### src/rtl/ddr_serialiser.sv
// Parallel-to-DDR serialiser: emits each accepted word as (d_rise, d_fall) pairs,
// one pair per clock, with a matching forwarded-clock pair and pad output-enable.
module ddr_serialiser #(
  parameter int W          = 8,
  parameter bit MSB_FIRST  = 1'b1,
  parameter bit IDLE_LEVEL = 1'b0,
  parameter bit CLK_PHASE  = 1'b0
) (
  input  logic         clk,
  input  logic         rst,
  input  logic [W-1:0] in_data,
  input  logic         in_valid,
  output logic         in_ready,
  output logic         d_rise,
  output logic         d_fall,
  output logic         sclk_rise,
  output logic         sclk_fall,
  output logic         out_en,
  output logic         busy
);

  localparam int            CW       = $clog2(W / 2 + 1);
  localparam logic [CW-1:0] CNT_LOAD = CW'(W / 2 - 1);

  logic [W-1:0]  shreg_q, shreg_d;
  logic [CW-1:0] pairs_q, pairs_d;
  logic          d_rise_q, d_rise_d;
  logic          d_fall_q, d_fall_d;
  logic          sclk_rise_q, sclk_rise_d;
  logic          sclk_fall_q, sclk_fall_d;
  logic          out_en_q, out_en_d;
  logic          take;
  logic [W-1:0]  src;

  function automatic logic [1:0] first_pair(input logic [W-1:0] v);
    if (MSB_FIRST) return {v[W-1], v[W-2]};
    else           return {v[0], v[1]};
  endfunction

  function automatic logic [W-1:0] advance(input logic [W-1:0] v);
    if (MSB_FIRST) return v << 2;
    else           return v >> 2;
  endfunction

  assign in_ready = !rst && (pairs_q == '0);
  assign take     = in_valid && in_ready;
  // A fresh word is presented straight from in_data so its first pair needs no extra cycle.
  assign src      = take ? in_data : shreg_q;

  always_comb begin
    shreg_d              = shreg_q;
    pairs_d              = pairs_q;
    {d_rise_d, d_fall_d} = {IDLE_LEVEL, IDLE_LEVEL};
    sclk_rise_d          = 1'b0;
    sclk_fall_d          = 1'b0;
    out_en_d             = 1'b0;
    if (take || pairs_q != '0) begin
      {d_rise_d, d_fall_d} = first_pair(src);
      shreg_d              = advance(src);
      pairs_d              = take ? CNT_LOAD : pairs_q - CW'(1);
      sclk_rise_d          = !CLK_PHASE;
      sclk_fall_d          = CLK_PHASE;
      out_en_d             = 1'b1;
    end
  end

  always_ff @(posedge clk) begin
    if (rst) begin
      shreg_q     <= '0;
      pairs_q     <= '0;
      d_rise_q    <= IDLE_LEVEL;
      d_fall_q    <= IDLE_LEVEL;
      sclk_rise_q <= 1'b0;
      sclk_fall_q <= 1'b0;
      out_en_q    <= 1'b0;
    end else begin
      shreg_q     <= shreg_d;
      pairs_q     <= pairs_d;
      d_rise_q    <= d_rise_d;
      d_fall_q    <= d_fall_d;
      sclk_rise_q <= sclk_rise_d;
      sclk_fall_q <= sclk_fall_d;
      out_en_q    <= out_en_d;
    end
  end

  assign d_rise    = d_rise_q;
  assign d_fall    = d_fall_q;
  assign sclk_rise = sclk_rise_q;
  assign sclk_fall = sclk_fall_q;
  assign out_en    = out_en_q;
  assign busy      = out_en_q || (pairs_q != '0);

endmodule

### config.mk
export PLATFORM = sky130hd
export DESIGN_NAME = ddr_serialiser
export DESIGN_NICKNAME = d
export VERILOG_FILES = /design/src/rtl/ddr_serialiser.sv
export SDC_FILE = /design/constraint.sdc
export NUM_CORES = 1
export LEC_CHECK = 0
export ABC_CLOCK_PERIOD_IN_PS = 2400
export CAP_MARGIN = 20
export CORE_AREA = 2 2 39 41
export CTS_BUF_LIST = sky130_fd_sc_hd__clkbuf_2
export DETAILED_ROUTE_END_ITERATION = 10
export DIE_AREA = 0 0 41 43
export PLACE_DENSITY = 0.71
export SYNTH_ARGS = -nofsm -noshare
export SYNTH_HDL_FRONTEND = slang
export SYNTH_SLANG_ARGS = --single-unit
### constraint.sdc
create_clock -name clk -period 2.4 [get_ports clk]
set_input_delay 0.48 -clock clk [delete_from_list [all_inputs] [get_ports clk]]
set_output_delay 0.48 -clock clk [all_outputs]
set_load 0.05 [all_outputs]
* After elaboration in Yosys (flattened, before gate mapping)
Cells that the tools add are included.
** Storage, ports and cells
- Output and inout port bits :: 7
- Input port bits :: 11
- Flip-flop bits (word level) :: 12
** Operators by class
- Mux-type cells :: 3
- Bitwise operators :: 1
- Reductions and logical operators :: 8
- $add $sub $neg :: 1
** Operator list (count)
- 8-bit 2-to-1 mux :: 1
- 3-bit zero test :: 1
- 3-bit 2-to-1 mux :: 1
- 3-bit nonzero test :: 1
- 3-bit by 1-bit subtractor with 3-bit output, second input constant :: 1
- 1-bit logical AND :: 2
- 1-bit logical OR :: 2
- 2-bit OR reduction :: 1
- 1-bit zero test :: 1
- 1-bit 2-to-1 mux :: 1
- 1-bit inverter :: 1

* Logic depth before layout (Yosys ltp)
Gate-level depths: netlist of run 1.
- Word-level depth :: 6
- Depth in mapped cells :: 6
- Gate-level depth less buffers :: 5

* Worst setup path after synthesis of run 1
OpenSTA, ideal clock, no wires.
- Path kind :: reg-to-output
- From :: reg pairs_q[0]
- To :: out busy
- Cell stages (with the launch flop) :: 6
- Required time :: 1920 ps
- Arrival time :: 1260 ps
- Setup slack :: 660 ps
- Path through :: dfxtp_1 > inv_1 > ha_1 > ha_1 > buf_2 > nand2b_1
** Between the ends
- Longest elaborated chain between the ends :: 2
** Ends and longest elaborated chain
- start: declaration :: RTL line 26 : logic [CW-1:0] pairs_q, pairs_d;
- start signal: assignment :: RTL line 78 : pairs_q <= pairs_d;
- 3-bit nonzero test :: RTL line 92 : assign busy = out_en_q || (pairs_q != '0);
- 1-bit logical OR :: RTL line 92
- end: declaration :: RTL line 19 : output logic busy
Every way passes these cells.

* Worst setup path in the final report of run 1
- From :: reg pairs_q[0]
- To :: out in_ready
** Between the ends
- Longest elaborated chain between the ends :: 2
** Ends and longest elaborated chain
- 3-bit zero test :: RTL line 45 : assign in_ready = !rst && (pairs_q == '0);
- 1-bit logical AND :: RTL line 45
- end: declaration :: RTL line 13 : output logic in_ready,
Every way passes these cells.

==> flow_metrics.tcl, run 1 <==
set metrics [dict create \
    rsz0062_at_grt "no" \
    power.total_mw 0.870 \
    post-route-util_pct 53.0 \
    reg2reg_from "pairs_q[0]" \
    die_w_um 41 \
    crit_end "in_ready" \
    drive_gt1_share_pct 9.46 \
    fp-row-count 14 \
    initial_core_util_pct 39.2 \
    synth_nets 72 \
    firstDrtPassIters 4 \
    fin_crit_sh_pct 84.2 \
    postCtsResizedCells 0 \
    syn_avg_cell_area_sq_um 9.20 \
    crit_type "reg -> out" \
    yosysWarningCount 0 \
    dr.first_iter.drc_count 9 \
    ant_nets 0 \
    leakagePower_nw 0.308 \
    seqPwrFrac_pct 34.0 \
    remaining_drc_errors 0 \
    cp-startpoint "pairs_q[0]" \
    final_common_cell "clkdlybuf4s50_1" \
    layout_common_cells "clkdlybuf4s50_1, dfxtp_1, mux2i_1, nor2_1, inv_1" \
    dpl.hpwl_um 710 \
    hold_violations 0 \
    crit_path_max_fanout 9 \
    numCtsBuffers 3 \
    clockPowerShare_pct 10.7 \
    clockBufferDepth 2 \
    p_sw_share_pct 41.3 \
    cts_tree "done" \
    drv_cap 0 \
    cts.htree.levels 1 \
    avgRoutedWirePerCell_um 11.0 \
    nFillCells 139 \
    antenna_cells 0 \
    ys_types 20 \
    nets 89 \
    grt_pass1_wl_mm 1.68 \
    grt-ovfl-total 0 \
    critPathLaunchType "flip-flop" \
    crit_path_max_incr_delay_ps 360 \
    tightest_slew_ps 513 \
    cp_num_cells 6 \
    r2r_cells 6 \
    clkTransAtPathRegs_ps 110 \
    gp_congestion 0.702 \
    grt_max_degree 14 \
    finalCriticalPeriod_ps 2020 \
    port_buffers 16 \
    combPwrFrac_pct 55.3 \
    max_freq_ghz 0.495 \
    cts_root_buf "clkbuf_2" \
    ys_ff_latch 12 \
    vias 439 \
    clkSinkCount 12 \
    internal_power_mw 0.511 \
    outcome "finished clean" \
    postCtsSetupRepairBufs 0 \
    holdWs_ps 475 \
    clkLatencyLatePin_ps 250 \
    reg2reg_to "pairs_q[2]" \
    synth_sequential_area_ratio_pct 44.2 \
    dieHeight_um 43 \
    die_area_sq_mm 0.00176 \
    grt.total_usage_pct 14.5 \
    io_pins 18 \
    coreArea_sq_mm 0.00138 \
    max_slew_margin_pct 65.7 \
    reg2reg_slack_ps 880 \
    cp_slowest_cell "dfxtp_1" \
    path_buf_inv 3 \
    grt_antenna_before_repair 0 \
    area_growth_pct 35.0 \
    critPathRequiredTime_ps 1920 \
    vias_per_cell 4.88 \
    syn_inst 59 \
    crit_family "adder cells" \
    netlist_area_sq_um 543 \
    min_path_type "reg -> reg" \
    p_per_area_mw_per_mm2 1190 \
    vdd_drop_max_mv 0.540 \
    finalMaxSlewViolations 0 \
    routed_wl_um 994 \
    skew_ps 2.43 \
    cp.arrival_ps 1540 \
    finalSetupViolCount 0 \
    path_cells "inv_1 -> ha_1 -> ha_1 -> nand2b_1 -> inv_1 -> buf_12" \
    switchingPower_mw 0.360 \
    fin_setup_tns_ps 0 \
    grt_pass1_vias 402 \
    critPathCaptureType "output pin" \
    cts_hold_buf 0 \
]
==> cells by family after synthesis <==
kind of cell	after synthesis	share of synthesized area (%)
simple gates	18	17.7
other cells	1	0.691
flops	12	44.2
buf+inv	11	10.8
mux	6	11.1
compound gates	9	10.8
fa+ha+maj	2	4.61
==> layer usage <==
| layer | GRT usage (%) | wire (um) | vias to the layer above |
|---|---|---|---|
| li1 | - | - | 223 |
| met2 | 20.9 | 483 | 12 |
| met4 | 12.0 | 19 | 0 |
| met1 | 17.0 | 424 | 202 |
| met3 | 3.66 | 66 | 2 |
| met5 | 0 | 0 | - |
==> flip-flops by register name, indices dropped and copies added (netlist names) <==
register and cells:
shreg_q 6, pairs_q 3, d_fall 1, d_rise 1, out_en 1
==> cells in the mapped netlist <==
master,count,area (sq um)
a311oi_1,1,8.76
nand3_1,2,10.0
buf_4,2,15.0
conb_1,1,3.75
nor3_1,1,5.00
nor2b_1,2,12.5
nor2_1,6,22.5
nor3b_1,1,7.51
buf_6,1,11.3
a211oi_1,4,30.0
dfxtp_1,12,240
mux2i_1,6,60.1
ha_1,2,25.0
or2_1,1,6.26
a21oi_1,4,20.0
nand3b_1,1,7.51
inv_1,5,18.8
nand2b_1,4,25.0
clkbuf_1,1,3.75
buf_2,2,10.0
==> through the flow <==
step / setup WS (ps) / std cells / area [sq um]
final: 379 / 90 / 733
after global routing: 267 / 90 / 733
after CTS: 368 / 90 / 733
after detailed placement: 592 / 87 / 718
after global placement: 603 / 87 / 718
after floorplan: 660 / 59 / 543
==> power by group through the flow <==
stage / clock, mW / sequential [mW] / combinational [mW]
after floorplan: 0 / 0.339 / 0.293
after global placement: 0 / 0.298 / 0.480
after detailed placement: 0 / 0.300 / 0.486
after CTS: 0.0973 / 0.296 / 0.488
after global routing: 0.111 / 0.303 / 0.542
final: 0.0927 / 0.296 / 0.482
==> layout make-up <==
type | instances | area, sq um | area share (%)
flip-flops and latches | 12 | 240 | 32.8
inverters | 5 | 18.8 | 2.56
clock buffers | 3 | 15.0 | 2.05
repair buffers | 18 | 195 | 26.6
multi-input cells | 36 | 244 | 33.3
well taps | 16 | 20.0 | 2.73
==> worst min-delay path, stage by stage, from the launching register on <==
cell and delay [ps]:
dfxtp_1 330, nand2b_1 60, a21oi_1 50
==> how the worst min path moves through the flow <==
stage | startpoint | to | depth (start not counted)
3_5_place_dp | shreg_q[6] | d_fall | 2
6_report | shreg_q[6] | d_fall | 2
4_1_cts | shreg_q[6] | d_fall | 2
2_1_floorplan | shreg_q[6] | d_fall | 2
5_1_grt | shreg_q[7] | d_rise | 2
3_3_place_gp | shreg_q[6] | d_fall | 2
No activity file was read; power rests on OpenSTA's default activity.
==> run 2, diff against run 1 <==
Settings changed: ABC_CLOCK_PERIOD_IN_PS 2400 to 1800, CORE_AREA 2 2 39 41 to not set, CORE_UTILIZATION set to 41, DIE_AREA 0 0 41 43 to not set, PLACE_DENSITY 0.71 to 0.75.
Clock period 2.4 ns to 1.8 ns, I/O delays scaled along.
==> run 2 against run 1 <==
Design area is 3.2% higher. Cell count is the same. Sequential cell count stayed put. Combinational power up 51%. First-iteration DRC count down 11%. Critical path depth is the same. Setup slack worse by 280 ps. Clock power increased by 45%.
==> flow_metrics.tcl, run 2 (synthesis gave the netlist of run 1 again) <==
set metrics [dict create \
    grt_pass1_vias 418 \
    io_pins 18 \
    die_w_um 38.4 \
    holdWs_ps 491 \
    holdPathEnd "d_fall" \
    critPathLaunchType "flip-flop" \
    grt-ovfl-total 0 \
    clkTransAtPathRegs_ps 110 \
    cts_root_buf "clkbuf_2" \
    switchingPower_mw 0.526 \
    crit_path_max_incr_delay_ps 350 \
    routed_wl_mm 1.02 \
    critPathCaptureType "output pin" \
    antenna_cells 0 \
    cts_hold_buf 0 \
    finalCriticalPeriod_ps 1700 \
    min-delay-start "shreg_q[6]" \
    crit_type "reg -> out" \
    clkSinkCount 12 \
    rsz0062_at_grt "no" \
    p_per_area_mw_per_mm2 1670 \
    finalSetupViolCount 0 \
    cp.arrival_ps 1340 \
    avgRoutedWirePerCell_um 11.3 \
    path_cells "inv_1 -> ha_1 -> ha_4 -> nand2b_4 -> inv_1 -> buf_12" \
    top_register "shreg_q" \
    largest_reg_flops 6 \
    dpl.hpwl_um 703 \
    reg_top3 "shreg_q x6, pairs_q x3" \
    clkLatencyLatePin_ps 270 \
    outcome "finished clean" \
    grt_max_degree 12 \
    fin_area_sq_um 757 \
    min_path_type "reg -> reg" \
    crit_path_max_fanout 4 \
    power.total_mw 1.26 \
    finalMaxSlewViolations 0 \
    seqPwrFrac_pct 31.6 \
    vias_per_cell 5.02 \
    fin_setup_tns_ps 0 \
    reg2reg_to "pairs_q[1]" \
    internal_power_mw 0.734 \
    fin_crit_sh_pct 94.7 \
    drive_gt1_share_pct 21.1 \
    vdd_drop_max_mv 0.681 \
    leakagePower_nw 0.330 \
    fp-row-count 12 \
    firstDrtPassIters 4 \
    cp_common_cell "inv_1" \
    combPwrFrac_pct 57.8 \
    final_common_cell "dfxtp_1" \
    place_area_sq_um 713 \
    r2r_cells 5 \
    dieHeight_um 38.4 \
    initial_core_util_pct 46.4 \
    die_area_sq_mm 0.00147 \
    layout_common_cells "dfxtp_1, clkdlybuf4s50_1, buf_4" \
    reg2reg_slack_ps 450 \
    skew_ps 6.66 \
    vias 452 \
    port_buffers 16 \
    clockPowerShare_pct 10.7 \
    whs_path_depth 2 \
    max_freq_ghz 0.587 \
    cts.htree.levels 1 \
    grt_antenna_before_repair 0 \
    dr.first_iter.drc_count 8 \
    ant_nets 0 \
    grt_pass1_wl_mm 1.74 \
    hold_violations 0 \
    nets 91 \
    grt.total_usage_pct 18.6 \
    p_sw_share_pct 41.7 \
    cp_slowest_cell "dfxtp_2" \
    numCtsBuffers 3 \
    clockBufferDepth 2 \
    coreArea_sq_mm 0.00117 \
    remaining_drc_errors 0 \
    cts_tree "done" \
    drv_cap 0 \
    critPathRequiredTime_ps 1440 \
    gp_congestion 0.617 \
    area_growth_pct 39.4 \
    reg2reg_from "pairs_q[0]" \
]
==> run 2: cell count changes in the layout (fill, tap and decap cells not counted) <==
cell	change
buf_4	+6
clkdlybuf4s50_1	-4
dfxtp_1	-1
dfxtp_2	+1
ha_1	-1
ha_4	+1
nand2b_1	-1
nand2b_4	+1
==> run 2: worst max-delay path by stage <==
stage,startpoint,to,slack (ps),cells past startpoint
final,pairs_q[0],in_ready,100,6
after global routing,pairs_q[1],in_ready,8,6
after CTS,pairs_q[0],in_ready,5,6
after detailed placement,in_valid,pairs_q[1],110,3
after global placement,in_valid,shreg_q[6],210,3
after floorplan,pairs_q[0],busy,180,5
==> run 2: cell type report <==
cell class | count | area (sq um)
multi-input combinational | 36 | 264
fill | 95 | 414
tap | 14 | 17.5
inverter | 5 | 18.8
sequential | 12 | 241
timing repair buffer | 20 | 200
clock buffer | 3 | 15.0
==> run 2: per-layer routing <==
metal	part of all wire, %	wire, um	GRT usage [%]	vias up
li1	-	-	-	231
met1	43	439	19.9	201
met2	49	497	28.8	17
met3	7.1	73	10.5	3
met4	1.1	11	10.3	0
met5	0	0	0	-
==> run 2: repair_timing <==
| action | 4_1_cts | 5_1_grt |
|---|---|---|
| buffers inserted | 1 | 0 |
| pin swaps | 0 | 0 |
| endpoints found under the setup margin | 1 | 2 |
| gates resized for setup | 1 | 3 |
==> run 2: worst max-delay path, delay by kind of cell (launching register included) <==
family | cells | cell delay (ps)
DFF | 1 | 350
adders and majority gates | 2 | 410
and+or+nand+nor | 1 | 70
buffers and inverters | 3 | 240
==> run 2: power groups by stage <==
stage / Sequential [mW] / Clock [mW] / Combinational (mW)
2_1_floorplan: 0.452 / 0 / 0.391
3_3_place_gp: 0.400 / 0 / 0.645
3_5_place_dp: 0.402 / 0 / 0.666
4_1_cts: 0.397 / 0.138 / 0.688
5_1_grt: 0.409 / 0.153 / 0.811
6_report: 0.398 / 0.134 / 0.728
==> run 2: through the flow <==
step | worst slack (ps) | std cells | utilization [%]
floorplan | 180 | 59 | -
global placement | 208 | 86 | 60.9
detailed placement | 114 | 86 | 60.9
CTS | 5.49 | 90 | 63.0
global route | 7.74 | 90 | 64.6
finish | 95.2 | 90 | 64.6
==> run 3, diff against run 2 <==
Settings changed: ABC_CLOCK_PERIOD_IN_PS 1800 to 2140, CORE_AREA set to 2 2 39 41, CORE_UTILIZATION 41 to not set, DIE_AREA set to 0 0 41 43, GPL_TIMING_DRIVEN set to 0, PLACE_DENSITY 0.75 to 0.71.
Clock period 1.8 ns to 2.14 ns, I/O delays scaled along.
==> run 3 against run 2 <==
Routed wire length down 3.0%. Critical path depth up 1. Utilization down 12 points. Sequential power down 17%. Register-to-register slack better by 290 ps. Combinational power down 31%. Sequential share of layout area up 0.81 points. Clock skew up 4.6 ps. Largest cell class unchanged.
==> flow_metrics.tcl, run 3 (synthesis gave the netlist of run 1 again) <==
set metrics [dict create \
    die_area_sq_mm 0.00176 \
    crit_type "reg -> out" \
    port_buffers 16 \
    clockBufferDepth 2 \
    fin_ws_ps 97.3 \
    clkTransAtPathRegs_ps 120 \
    coreArea_sq_mm 0.00138 \
    clkLatencyLatePin_ps 250 \
    numCtsBuffers 3 \
    top_register "shreg_q" \
    cts_root_buf "clkbuf_2" \
    die_w_um 41 \
    avgRoutedWirePerCell_um 10.4 \
    switchingPower_mw 0.406 \
    grt_max_degree 11 \
    skew_ps 11.3 \
    layout_common_cells "clkdlybuf4s50_1, dfxtp_1, mux2i_1, nor2_1, inv_1" \
    vias 442 \
    area_growth_pct 35.3 \
    postCtsSetupRepairBufs 0 \
    crit_path_max_fanout 10 \
    final_common_cell "clkdlybuf4s50_1" \
    grt-ovfl-total 0 \
    nets 93 \
    internal_power_mw 0.535 \
    cts.htree.levels 1 \
    dpl.hpwl_um 702 \
    critPathLaunchType "flip-flop" \
    dr.first_iter.drc_count 6 \
    cts_tree "done" \
    vdd_drop_max_mv 0.662 \
    seqPwrFrac_pct 35.0 \
    clkSinkCount 12 \
    dp.cells 91 \
    io_pins 18 \
    outcome "finished clean" \
    initial_core_util_pct 39.2 \
    vias_per_cell 4.65 \
    gp_congestion 0.697 \
    grt.total_usage_pct 13.0 \
    grt_antenna_before_repair 0 \
    cp.arrival_ps 1610 \
    finalSetupViolCount 0 \
    drive_gt1_share_pct 12.7 \
    min_path_type "reg -> reg" \
    dieHeight_um 43 \
    leakagePower_nw 0.315 \
    remaining_drc_errors 0 \
    hold_violations 0 \
    reg_top3 "shreg_q x6, pairs_q x3" \
    critPathRequiredTime_ps 1710 \
    routed_wl_um 990 \
    dpl_worst_slack_ps -170 \
    grt_pass1_wl_mm 1.53 \
    fin_crit_sh_pct 95.5 \
    finalMaxSlewViolations 0 \
    max_freq_ghz 0.490 \
    cts_hold_buf 0 \
    fp-row-count 14 \
    firstDrtPassIters 3 \
    p_sw_share_pct 43.2 \
    largest_reg_flops 6 \
    nFillCells 144 \
    finalCriticalPeriod_ps 2040 \
    final_cells 95 \
    drv_cap 0 \
    clockPowerShare_pct 11.8 \
    antenna_cells 0 \
    grt_pass1_vias 374 \
    combPwrFrac_pct 53.1 \
    ant_nets 0 \
    rsz0062_at_grt "no" \
    critPathCaptureType "output pin" \
    p_per_area_mw_per_mm2 1280 \
]
[run 3: critical path: stages (launching register included)]
cell and delay (ps):
dfxtp_1 360, inv_1 50, ha_1 190, ha_1 200, buf_2 180, nand2b_1 130
inv_1 50, clkbuf_4 200
[run 3: worst paths after layout]
kind | start | to | slack [ps] | depth (start not counted)
worst max-delay path | pairs_q[0] | in_ready | 100 | 7
worst min-delay path | shreg_q[6] | d_fall | 450 | 2
worst max register to register | pairs_q[0] | pairs_q[2] | 740 | 6
worst min register to register | shreg_q[6] | d_fall | 450 | 2
[run 3: what timing repair did]
item / in CTS / in global routing
gates resized for setup: 6 / 5
setup endpoints to repair: 2 / 2
cloned: 0 / 0
[run 3: final cells by class]
type	count	area, sq um	share of cell area [%]
clock buffers	3	15.0	2.04
inverters	5	18.8	2.56
well taps	16	20.0	2.73
plain buffers	6	40.0	5.45
multi-input cells	36	244	33.2
clock inverters	1	3.75	0.511
flip-flops and latches	12	240	32.7
repair buffers	16	153	20.8
[run 3: per-layer routing]
metal	wire, um	global-route usage, %
met1	495	16.3
met5	0	0
met4	19	10.0
met3	55	3.14
met2	419	18.1
[run 3: stage by stage]
stage / total power, mW / setup TNS (ps) / hold slack, ps / cell area [sq um] / util, %
floorplan: 0.709 / 0 / 445 / 543 / -
global placement: 0.838 / -260 / 450 / 723 / 52.3
detailed placement: 0.849 / -277 / 459 / 723 / 52.3
CTS: 0.955 / -30.0 / 461 / 744 / 53.8
global route: 1.02 / 0 / 488 / 734 / 53.1
finish: 0.941 / 0 / 454 / 734 / 53.1
[run 3: power groups by stage]
stage          Sequential, mW  Clock [mW]  Combinational (mW)
2_1_floorplan           0.380           0               0.329
3_3_place_gp            0.333           0               0.504
3_5_place_dp            0.337           0               0.513
4_1_cts                 0.331       0.115               0.510
5_1_grt                 0.338       0.127               0.552
6_report                0.330       0.111               0.500
